## src/rtl/dmem_arbiter_pkg.sv

```systemverilog
// Shared definitions for the data-memory arbiter: owner encoding, default
// bus widths and the dmem command opcode.
package dmem_arbiter_pkg;

  localparam int DEF_ADDR_W = 16;
  localparam int DEF_DATA_W = 16;

  localparam logic [1:0] OWN_NONE = 2'd0;
  localparam logic [1:0] OWN_CPU  = 2'd1;
  localparam logic [1:0] OWN_DMA  = 2'd2;

  typedef enum logic [1:0] {
    OWNER_NONE = OWN_NONE,
    OWNER_CPU  = OWN_CPU,
    OWNER_DMA  = OWN_DMA
  } owner_e;

  typedef enum logic [1:0] {
    MEM_IDLE  = 2'd0,
    MEM_READ  = 2'd1,
    MEM_WRITE = 2'd2
  } mem_op_e;

  function automatic mem_op_e mem_op(input logic gnt, input logic we);
    if (!gnt)    return MEM_IDLE;
    else if (we) return MEM_WRITE;
    else         return MEM_READ;
  endfunction

endpackage

```

## src/rtl/dmem_arbiter_if.sv

```systemverilog
// Request/response/command bus around the dmem arbiter. The slave modport
// is the arbiter's view; master is the surrounding CPU/DMA/dmem side.
interface dmem_arbiter_if #(
  parameter int ADDR_W = 16,
  parameter int DATA_W = 16
);
  logic              cpu_req;
  logic              cpu_we;
  logic [ADDR_W-1:0] cpu_addr;
  logic [DATA_W-1:0] cpu_wdata;
  logic              cpu_gnt;
  logic              cpu_stall;
  logic              cpu_rvalid;
  logic [DATA_W-1:0] cpu_rdata;

  logic              dma_req;
  logic              dma_we;
  logic [ADDR_W-1:0] dma_addr;
  logic [DATA_W-1:0] dma_wdata;
  logic              dma_gnt;
  logic              dma_rvalid;
  logic [DATA_W-1:0] dma_rdata;

  logic              mem_read;
  logic              mem_write;
  logic [ADDR_W-1:0] mem_addr;
  logic [DATA_W-1:0] mem_wdata;
  logic [DATA_W-1:0] mem_rdata;

  modport slave (
    input  cpu_req, cpu_we, cpu_addr, cpu_wdata,
    output cpu_gnt, cpu_stall, cpu_rvalid, cpu_rdata,
    input  dma_req, dma_we, dma_addr, dma_wdata,
    output dma_gnt, dma_rvalid, dma_rdata,
    output mem_read, mem_write, mem_addr, mem_wdata,
    input  mem_rdata
  );

  modport master (
    output cpu_req, cpu_we, cpu_addr, cpu_wdata,
    input  cpu_gnt, cpu_stall, cpu_rvalid, cpu_rdata,
    output dma_req, dma_we, dma_addr, dma_wdata,
    input  dma_gnt, dma_rvalid, dma_rdata,
    input  mem_read, mem_write, mem_addr, mem_wdata,
    output mem_rdata
  );
endinterface

```

## src/rtl/dmem_arbiter_rr_grant.sv

```systemverilog
// Bounded-burst round-robin grant between CPU and DMA. Tracks the last owner
// and how many consecutive grants it has taken.
module rr_grant
  import dmem_arbiter_pkg::*;
#(
  parameter int MAX_BURST = 4
) (
  input  logic clk,
  input  logic rst,
  input  logic cpu_req,
  input  logic dma_req,
  output logic cpu_gnt,
  output logic dma_gnt
);

  localparam int CNT_W = $clog2(MAX_BURST + 1);
  localparam logic [CNT_W-1:0] CNT_MAX = CNT_W'(MAX_BURST);

  owner_e           owner_q, owner_d, gnt_own;
  logic [CNT_W-1:0] cnt_q, cnt_d;

  always_ff @(posedge clk or posedge rst) begin
    if (rst) begin
      owner_q <= OWNER_NONE;
      cnt_q   <= '0;
    end else begin
      owner_q <= owner_d;
      cnt_q   <= cnt_d;
    end
  end

  always_comb begin
    cpu_gnt = 1'b0;
    dma_gnt = 1'b0;
    owner_d = owner_q;
    cnt_d   = '0;
    gnt_own = OWNER_NONE;
    if (!rst) begin
      if (cpu_req && dma_req) begin
        if (owner_q == OWNER_NONE) begin
          cpu_gnt = 1'b1;
        end else if (cnt_q < CNT_MAX) begin
          cpu_gnt = (owner_q == OWNER_CPU);
          dma_gnt = (owner_q == OWNER_DMA);
        end else begin
          // burst budget spent while the other side waits: hand over
          cpu_gnt = (owner_q == OWNER_DMA);
          dma_gnt = (owner_q == OWNER_CPU);
        end
      end else begin
        cpu_gnt = cpu_req;
        dma_gnt = dma_req;
      end
    end
    if (cpu_gnt || dma_gnt) begin
      gnt_own = cpu_gnt ? OWNER_CPU : OWNER_DMA;
      if (gnt_own == owner_q) begin
        cnt_d = (cnt_q < CNT_MAX) ? cnt_q + CNT_W'(1) : CNT_MAX;
      end else begin
        owner_d = gnt_own;
        cnt_d   = CNT_W'(1);
      end
    end
  end

endmodule

```

## src/rtl/dmem_arbiter.sv

```systemverilog
// Shares single-port dmem between CPU load/store and a DMA/debug port:
// one access per cycle, read data registered per requester one cycle later.
module dmem_arbiter
  import dmem_arbiter_pkg::*;
#(
  parameter int ADDR_W    = DEF_ADDR_W,
  parameter int DATA_W    = DEF_DATA_W,
  parameter int MAX_BURST = 4
) (
  input logic         clk,
  input logic         rst,
  dmem_arbiter_if.slave bus
);

  logic              cpu_gnt, dma_gnt;
  logic              sel_we;
  logic [ADDR_W-1:0] sel_addr;
  logic [DATA_W-1:0] sel_wdata;
  mem_op_e           op;
  logic              cpu_rd, dma_rd;

  rr_grant #(.MAX_BURST(MAX_BURST)) u_rr_grant (
    .clk     (clk),
    .rst     (rst),
    .cpu_req (bus.cpu_req),
    .dma_req (bus.dma_req),
    .cpu_gnt (cpu_gnt),
    .dma_gnt (dma_gnt)
  );

  always_comb begin
    sel_we    = 1'b0;
    sel_addr  = '0;
    sel_wdata = '0;
    if (cpu_gnt) begin
      sel_we    = bus.cpu_we;
      sel_addr  = bus.cpu_addr;
      sel_wdata = bus.cpu_wdata;
    end else if (dma_gnt) begin
      sel_we    = bus.dma_we;
      sel_addr  = bus.dma_addr;
      sel_wdata = bus.dma_wdata;
    end
  end

  assign op            = mem_op(cpu_gnt | dma_gnt, sel_we);
  assign bus.mem_read  = (op == MEM_READ);
  assign bus.mem_write = (op == MEM_WRITE);
  assign bus.mem_addr  = sel_addr;
  assign bus.mem_wdata = sel_wdata;

  assign bus.cpu_gnt   = cpu_gnt;
  assign bus.dma_gnt   = dma_gnt;
  assign bus.cpu_stall = bus.cpu_req & ~cpu_gnt;

  assign cpu_rd = cpu_gnt & ~bus.cpu_we;
  assign dma_rd = dma_gnt & ~bus.dma_we;

  // rdata registers only load on a read so they hold between reads
  always_ff @(posedge clk or posedge rst) begin
    if (rst) begin
      bus.cpu_rvalid <= 1'b0;
      bus.dma_rvalid <= 1'b0;
      bus.cpu_rdata  <= '0;
      bus.dma_rdata  <= '0;
    end else begin
      bus.cpu_rvalid <= cpu_rd;
      bus.dma_rvalid <= dma_rd;
      if (cpu_rd) bus.cpu_rdata <= bus.mem_rdata;
      if (dma_rd) bus.dma_rdata <= bus.mem_rdata;
    end
  end

endmodule

```

## src/flat_wrapper.sv

```systemverilog
// flat-port wrapper written by rule: the top's interface ports become plain ports
module dmem_arbiter_flat import dmem_arbiter_pkg::*;
#(
  parameter int ADDR_W    = DEF_ADDR_W,
  parameter int DATA_W    = DEF_DATA_W,
  parameter int MAX_BURST = 4
)
  (clk, rst, bus_cpu_req, bus_cpu_we, bus_cpu_addr, bus_cpu_wdata, bus_cpu_gnt, bus_cpu_stall, bus_cpu_rvalid, bus_cpu_rdata, bus_dma_req, bus_dma_we, bus_dma_addr, bus_dma_wdata, bus_dma_gnt, bus_dma_rvalid, bus_dma_rdata, bus_mem_read, bus_mem_write, bus_mem_addr, bus_mem_wdata, bus_mem_rdata);
  dmem_arbiter_if #(.ADDR_W(ADDR_W), .DATA_W(DATA_W)) bus_i ();
  input logic clk;
  input logic rst;
  input wire logic [$bits(bus_i.cpu_req)-1:0] bus_cpu_req;
  input wire logic [$bits(bus_i.cpu_we)-1:0] bus_cpu_we;
  input wire logic [$bits(bus_i.cpu_addr)-1:0] bus_cpu_addr;
  input wire logic [$bits(bus_i.cpu_wdata)-1:0] bus_cpu_wdata;
  output wire logic [$bits(bus_i.cpu_gnt)-1:0] bus_cpu_gnt;
  output wire logic [$bits(bus_i.cpu_stall)-1:0] bus_cpu_stall;
  output wire logic [$bits(bus_i.cpu_rvalid)-1:0] bus_cpu_rvalid;
  output wire logic [$bits(bus_i.cpu_rdata)-1:0] bus_cpu_rdata;
  input wire logic [$bits(bus_i.dma_req)-1:0] bus_dma_req;
  input wire logic [$bits(bus_i.dma_we)-1:0] bus_dma_we;
  input wire logic [$bits(bus_i.dma_addr)-1:0] bus_dma_addr;
  input wire logic [$bits(bus_i.dma_wdata)-1:0] bus_dma_wdata;
  output wire logic [$bits(bus_i.dma_gnt)-1:0] bus_dma_gnt;
  output wire logic [$bits(bus_i.dma_rvalid)-1:0] bus_dma_rvalid;
  output wire logic [$bits(bus_i.dma_rdata)-1:0] bus_dma_rdata;
  output wire logic [$bits(bus_i.mem_read)-1:0] bus_mem_read;
  output wire logic [$bits(bus_i.mem_write)-1:0] bus_mem_write;
  output wire logic [$bits(bus_i.mem_addr)-1:0] bus_mem_addr;
  output wire logic [$bits(bus_i.mem_wdata)-1:0] bus_mem_wdata;
  input wire logic [$bits(bus_i.mem_rdata)-1:0] bus_mem_rdata;
  assign bus_i.cpu_req = bus_cpu_req;
  assign bus_i.cpu_we = bus_cpu_we;
  assign bus_i.cpu_addr = bus_cpu_addr;
  assign bus_i.cpu_wdata = bus_cpu_wdata;
  assign bus_cpu_gnt = bus_i.cpu_gnt;
  assign bus_cpu_stall = bus_i.cpu_stall;
  assign bus_cpu_rvalid = bus_i.cpu_rvalid;
  assign bus_cpu_rdata = bus_i.cpu_rdata;
  assign bus_i.dma_req = bus_dma_req;
  assign bus_i.dma_we = bus_dma_we;
  assign bus_i.dma_addr = bus_dma_addr;
  assign bus_i.dma_wdata = bus_dma_wdata;
  assign bus_dma_gnt = bus_i.dma_gnt;
  assign bus_dma_rvalid = bus_i.dma_rvalid;
  assign bus_dma_rdata = bus_i.dma_rdata;
  assign bus_mem_read = bus_i.mem_read;
  assign bus_mem_write = bus_i.mem_write;
  assign bus_mem_addr = bus_i.mem_addr;
  assign bus_mem_wdata = bus_i.mem_wdata;
  assign bus_i.mem_rdata = bus_mem_rdata;
  dmem_arbiter #(.ADDR_W(ADDR_W), .DATA_W(DATA_W), .MAX_BURST(MAX_BURST)) u_core (.clk(clk), .rst(rst), .bus(bus_i));
endmodule
```

## config.mk

```make
export PLATFORM = sky130hd
export DESIGN_NAME = dmem_arbiter_flat
export DESIGN_NICKNAME = d
export VERILOG_FILES = /design/src/rtl/dmem_arbiter_pkg.sv /design/src/rtl/dmem_arbiter_if.sv /design/src/rtl/dmem_arbiter_rr_grant.sv /design/src/rtl/dmem_arbiter.sv /design/src/flat_wrapper.sv
export SDC_FILE = /design/constraint.sdc
export NUM_CORES = 1
export LEC_CHECK = 0
export BUFFER_PORTS_ARGS = -buffer_cell sky130_fd_sc_hd__buf_2
export CORE_ASPECT_RATIO = 0.75
export CORE_MARGIN = 3
export CORE_UTILIZATION = 39
export CTS_CLUSTER_SIZE = 24
export DETAILED_ROUTE_END_ITERATION = 10
export HOLD_SLACK_MARGIN = 0.12
export PLACE_DENSITY = 0.9
export SETUP_SLACK_MARGIN = 0.3
export SLEW_MARGIN = 20
export SYNTH_ARGS = -nofsm -noshare
export SYNTH_HDL_FRONTEND = slang
export SYNTH_SLANG_ARGS = --single-unit
```

## constraint.sdc

```tcl
create_clock -name clk -period 2.36 [get_ports clk]
set_input_delay 0.236 -clock clk [delete_from_list [all_inputs] [get_ports clk]]
set_output_delay 0.236 -clock clk [all_outputs]
set_load 0.005 [all_outputs]
```

==> results by group <==
Run status
  • Status: finished clean

Finish
  • Diode count: 0
  • Nets: ~400
  • Layout Utilization: between 60% and 70%
  • Layout cells sized above 1: 67.7%
  • Filler cells: 388
  • Area Growth Syn to Fin: 59.1%
  • Final cell count without fillers: between 300 and 400

Pwr
  • Power Density: 634 nW/µm²
  • Static leakage: about 1.6 nW
  • Total power: roughly 1.9 mW
  • Peak supply drop: between 0.5 and 0.6 mV

Routing
  • DRT iter0 DRCs: around 70
  • Via count: approximately 1,900
  • Post-DR wirelength/cell: between 15 and 20 µm
  • Detailed Route WL: between 5 and 6 mm
  • Residual DRC: 0
  • Vias per std cell: 5.02
  • Final ANT Viol Nets: 0
  • Drt pass-1 iters: 4

Timing
  • Max Fclk: around 460 MHz
  • Max Slew Vio Count: 0
  • Final setup fails: 0
  • Final Hold Fails: 0
  • Final worst path period share: roughly 92%
  • Clock skew: approximately 0.0097 ns
  • Final min period: around 2.2 ns
  • RSZ-0062 raised after global routing: true
  • Worst slew margin: 67.9%
  • Slew of the pin with the lowest slew margin: between 0.4 and 0.5 ns
  • Post-Route Setup TNS: 0 ns

Worst hold path
  • Worst Hold Class: primary input to asynchronous set/reset pin

Yosys
  • Yosys cell types: 29
  • Mapped Area: 1910 µm²
  • Part of the Yosys area used for sequential elements: 51.1%
  • Yosys Warn Count: 0
  • #FFs+latches synth: 39
  • Syn Nets: ~240
  • Avg Cell Area, Syn: ~13 µm²
  • Syn Inst Count: around 150

Global route
  • GRT met3 Usage: between 4 and 5%
  • GR Overflow Total: 0
  • Busiest grt layer: met2
  • Gr usage total: roughly a fifth
  • Largest net degree at the start of global routing: 40
  • Vias in the first global route: between 1,500 and 2,000
  • Met1 GRT Util: a little over a quarter
  • Antenna violations before repair: 0
  • Met2 usage: about 31%
  • First-pass GRT wire length: approximately 8.6 mm

Placement
  • Placed cells: 354
  • Buffers on Ports: 156
  • DP Wirelength: ~4.4 mm
  • Placer Congestion: 0.817

Clocking
  • Clk slew on worst S/H paths: ~0.080 ns
  • Latest clock arrival within the worst-skew pair: 0.28 ns
  • H-tree depth: 2
  • CTS buffer count: 5
  • CTS tree: yes
  • Clock Tree Buf Depth: 2
  • Clock sink count: 39
  • CTS root buf: clkbuf_8

Critical path
  • Crit. End Element: output pin
  • Worst path max stage delay: roughly 0.42 ns
  • Worst-path cell chain: or3b_4 > a311oi_4 > and2b_1 > buf_12 > or2_4 > buf_6
  • Critical Path Start Type: flip-flop
  • CP delay by family, top: simple AND/OR/NAND/NOR gates
  • Crit Path Max Fanout: 4
  • Critical path start-end classification: flip-flop to output pin
  • CP max stage cell: dfrtp_1
  • WP data arrival: between 1.5 and 2 ns
  • CP required: between 2 and 2.5 ns
  • Buffers & Inverters on Critical Path: 2

Die
  • Rows: 21
  • Die width: between 80 and 90 µm
  • # IOs: 157
  • Initial core utilization: approximately 41%
  • Core Area: 4600 µm²
  • Die height: about 67 µm
  • Die area: 5780 µm²

Run
  • # Max-Cap Violations: 0
-- final cells by class --
type | instances | area [µm²] | share of cell area, %
flip-flops and latches | 39 | 977 | 32.2
well taps | 57 | 71.3 | 2.35
inverters | 3 | 11.3 | 0.371
multi-input cells | 93 | 872 | 28.7
clock buffers | 6 | 72.6 | 2.39
repair buffers | 176 | 1020 | 33.6
clock inverters | 2 | 12.5 | 0.412
-- state kept, by name (all words and copies together) (netlist names) --
register and cells:
u_core.u_rr_grant.cnt_q 3, u_core.bus.dma_rdata 16, u_core.bus.cpu_rdata 16, u_core.bus.cpu_rvalid 1, u_core.u_rr_grant.owner_q 2, u_core.bus.dma_rvalid 1
-- final timing paths --
kind                                                   start                          to  slack, ns  depth (start not counted)
worst max-delay path            u_core.u_rr_grant.owner_q[0]                bus_mem_read       0.20                          6
worst min-delay path                                     rst  u_core.u_rr_grant.cnt_q[1]       0.10                          3
worst max register to register  u_core.u_rr_grant.owner_q[0]     u_core.bus.dma_rdata[9]       0.33                          6
worst min register to register       u_core.bus.dma_rdata[6]     u_core.bus.dma_rdata[6]       0.49                          1
max in group asynchronous                                rst  u_core.u_rr_grant.cnt_q[2]       1.90                          3
min in group clk                            bus_mem_rdata[0]     u_core.bus.dma_rdata[0]       0.18                          2
-- cell families (layout without fill, tap and decap cells) --
group / Yosys count / in the layout / share of synthesized area (%)
compound gates: 41 / 41 / 18.1
flops: 39 / 39 / 51.1
mux: 33 / 33 / 19.5
simple gates: 18 / 18 / 5.57
buf+inv: 16 / 187 / 5.05
fa+ha+maj: 1 / 1 / 0.656
-- synth_stat cells --
library cell  instances  area, µm²
a21oi_1               2       10.0
a22o_1               33        289
a311oi_1              1       8.76
a31oi_1               1       6.26
and2b_1               1       7.51
and3b_1               1       8.76
buf_1                 1       3.75
buf_2                 5       25.0
buf_4                 3       22.5
buf_6                 1       11.3
buf_8                 1       15.0
clkbuf_1              2       7.51
dfrtp_1              39        976
ha_1                  1       12.5
inv_1                 3       11.3
mux2_1                8       90.1
mux2_2               25        282
nand2_1               2       7.51
nand2b_1              1       6.26
nand3_1               1       5.00
nand3b_1              1       7.51
nand4b_1              1       8.76
nor2_1                4       15.0
nor2b_1               4       25.0
o21a_1                2       15.0
o21bai_1              1       7.51
o22a_1                1       8.76
or2_2                 1       6.26
or3b_1                1       8.76
-- power breakdown --
part	switching, mW	total [mW]	internal (mW)
Sequential	0.0747	0.889	0.814
Combinational	0.240	0.609	0.369
Clock	0.221	0.428	0.206
-- tightest hold or removal path, stage by stage --
cell   delay, ns
buf_2       0.13
inv_1       0.05
buf_4       0.40
-- through the flow --
step	hold slack [ns]	setup slack (ns)	area, µm²
after floorplan	0.371	0.404	1910
after global placement	0.426	0.333	2760
after detailed placement	0.435	0.265	2760
after CTS	0.124	0.193	2940
after global routing	0.133	0.121	3040
final	0.100	0.196	3040
-- timing repair --
action,CTS,global route
cloned,0,1
hold buffers,0,0
endpoints found under the setup margin,48,49
pin swaps,1,1
buffers inserted,10,3
gates resized for setup,8,11
-- layer usage --
metal	share of wire, %	vias up
li1	-	893
met1	42	926
met2	51	68
met3	6.9	0
met4	0	0
met5	0	-
-- cell usage in the layout (no fill, tap or decap), types with 2 or more instances in the layout --
cell      instances
buf_8             4
buf_4            12
clkbuf_8          5
dfrtp_1          38
mux2_2           25
nand2_1           2
nor2b_1           3
buf_2           154
o21a_1            2
inv_1             3
a22o_1           33
mux2_1            6
nor2_1            4
mux2_4            2
buf_6             3
buf_12            2
Note: power is estimated with default switching activity, not from simulation.
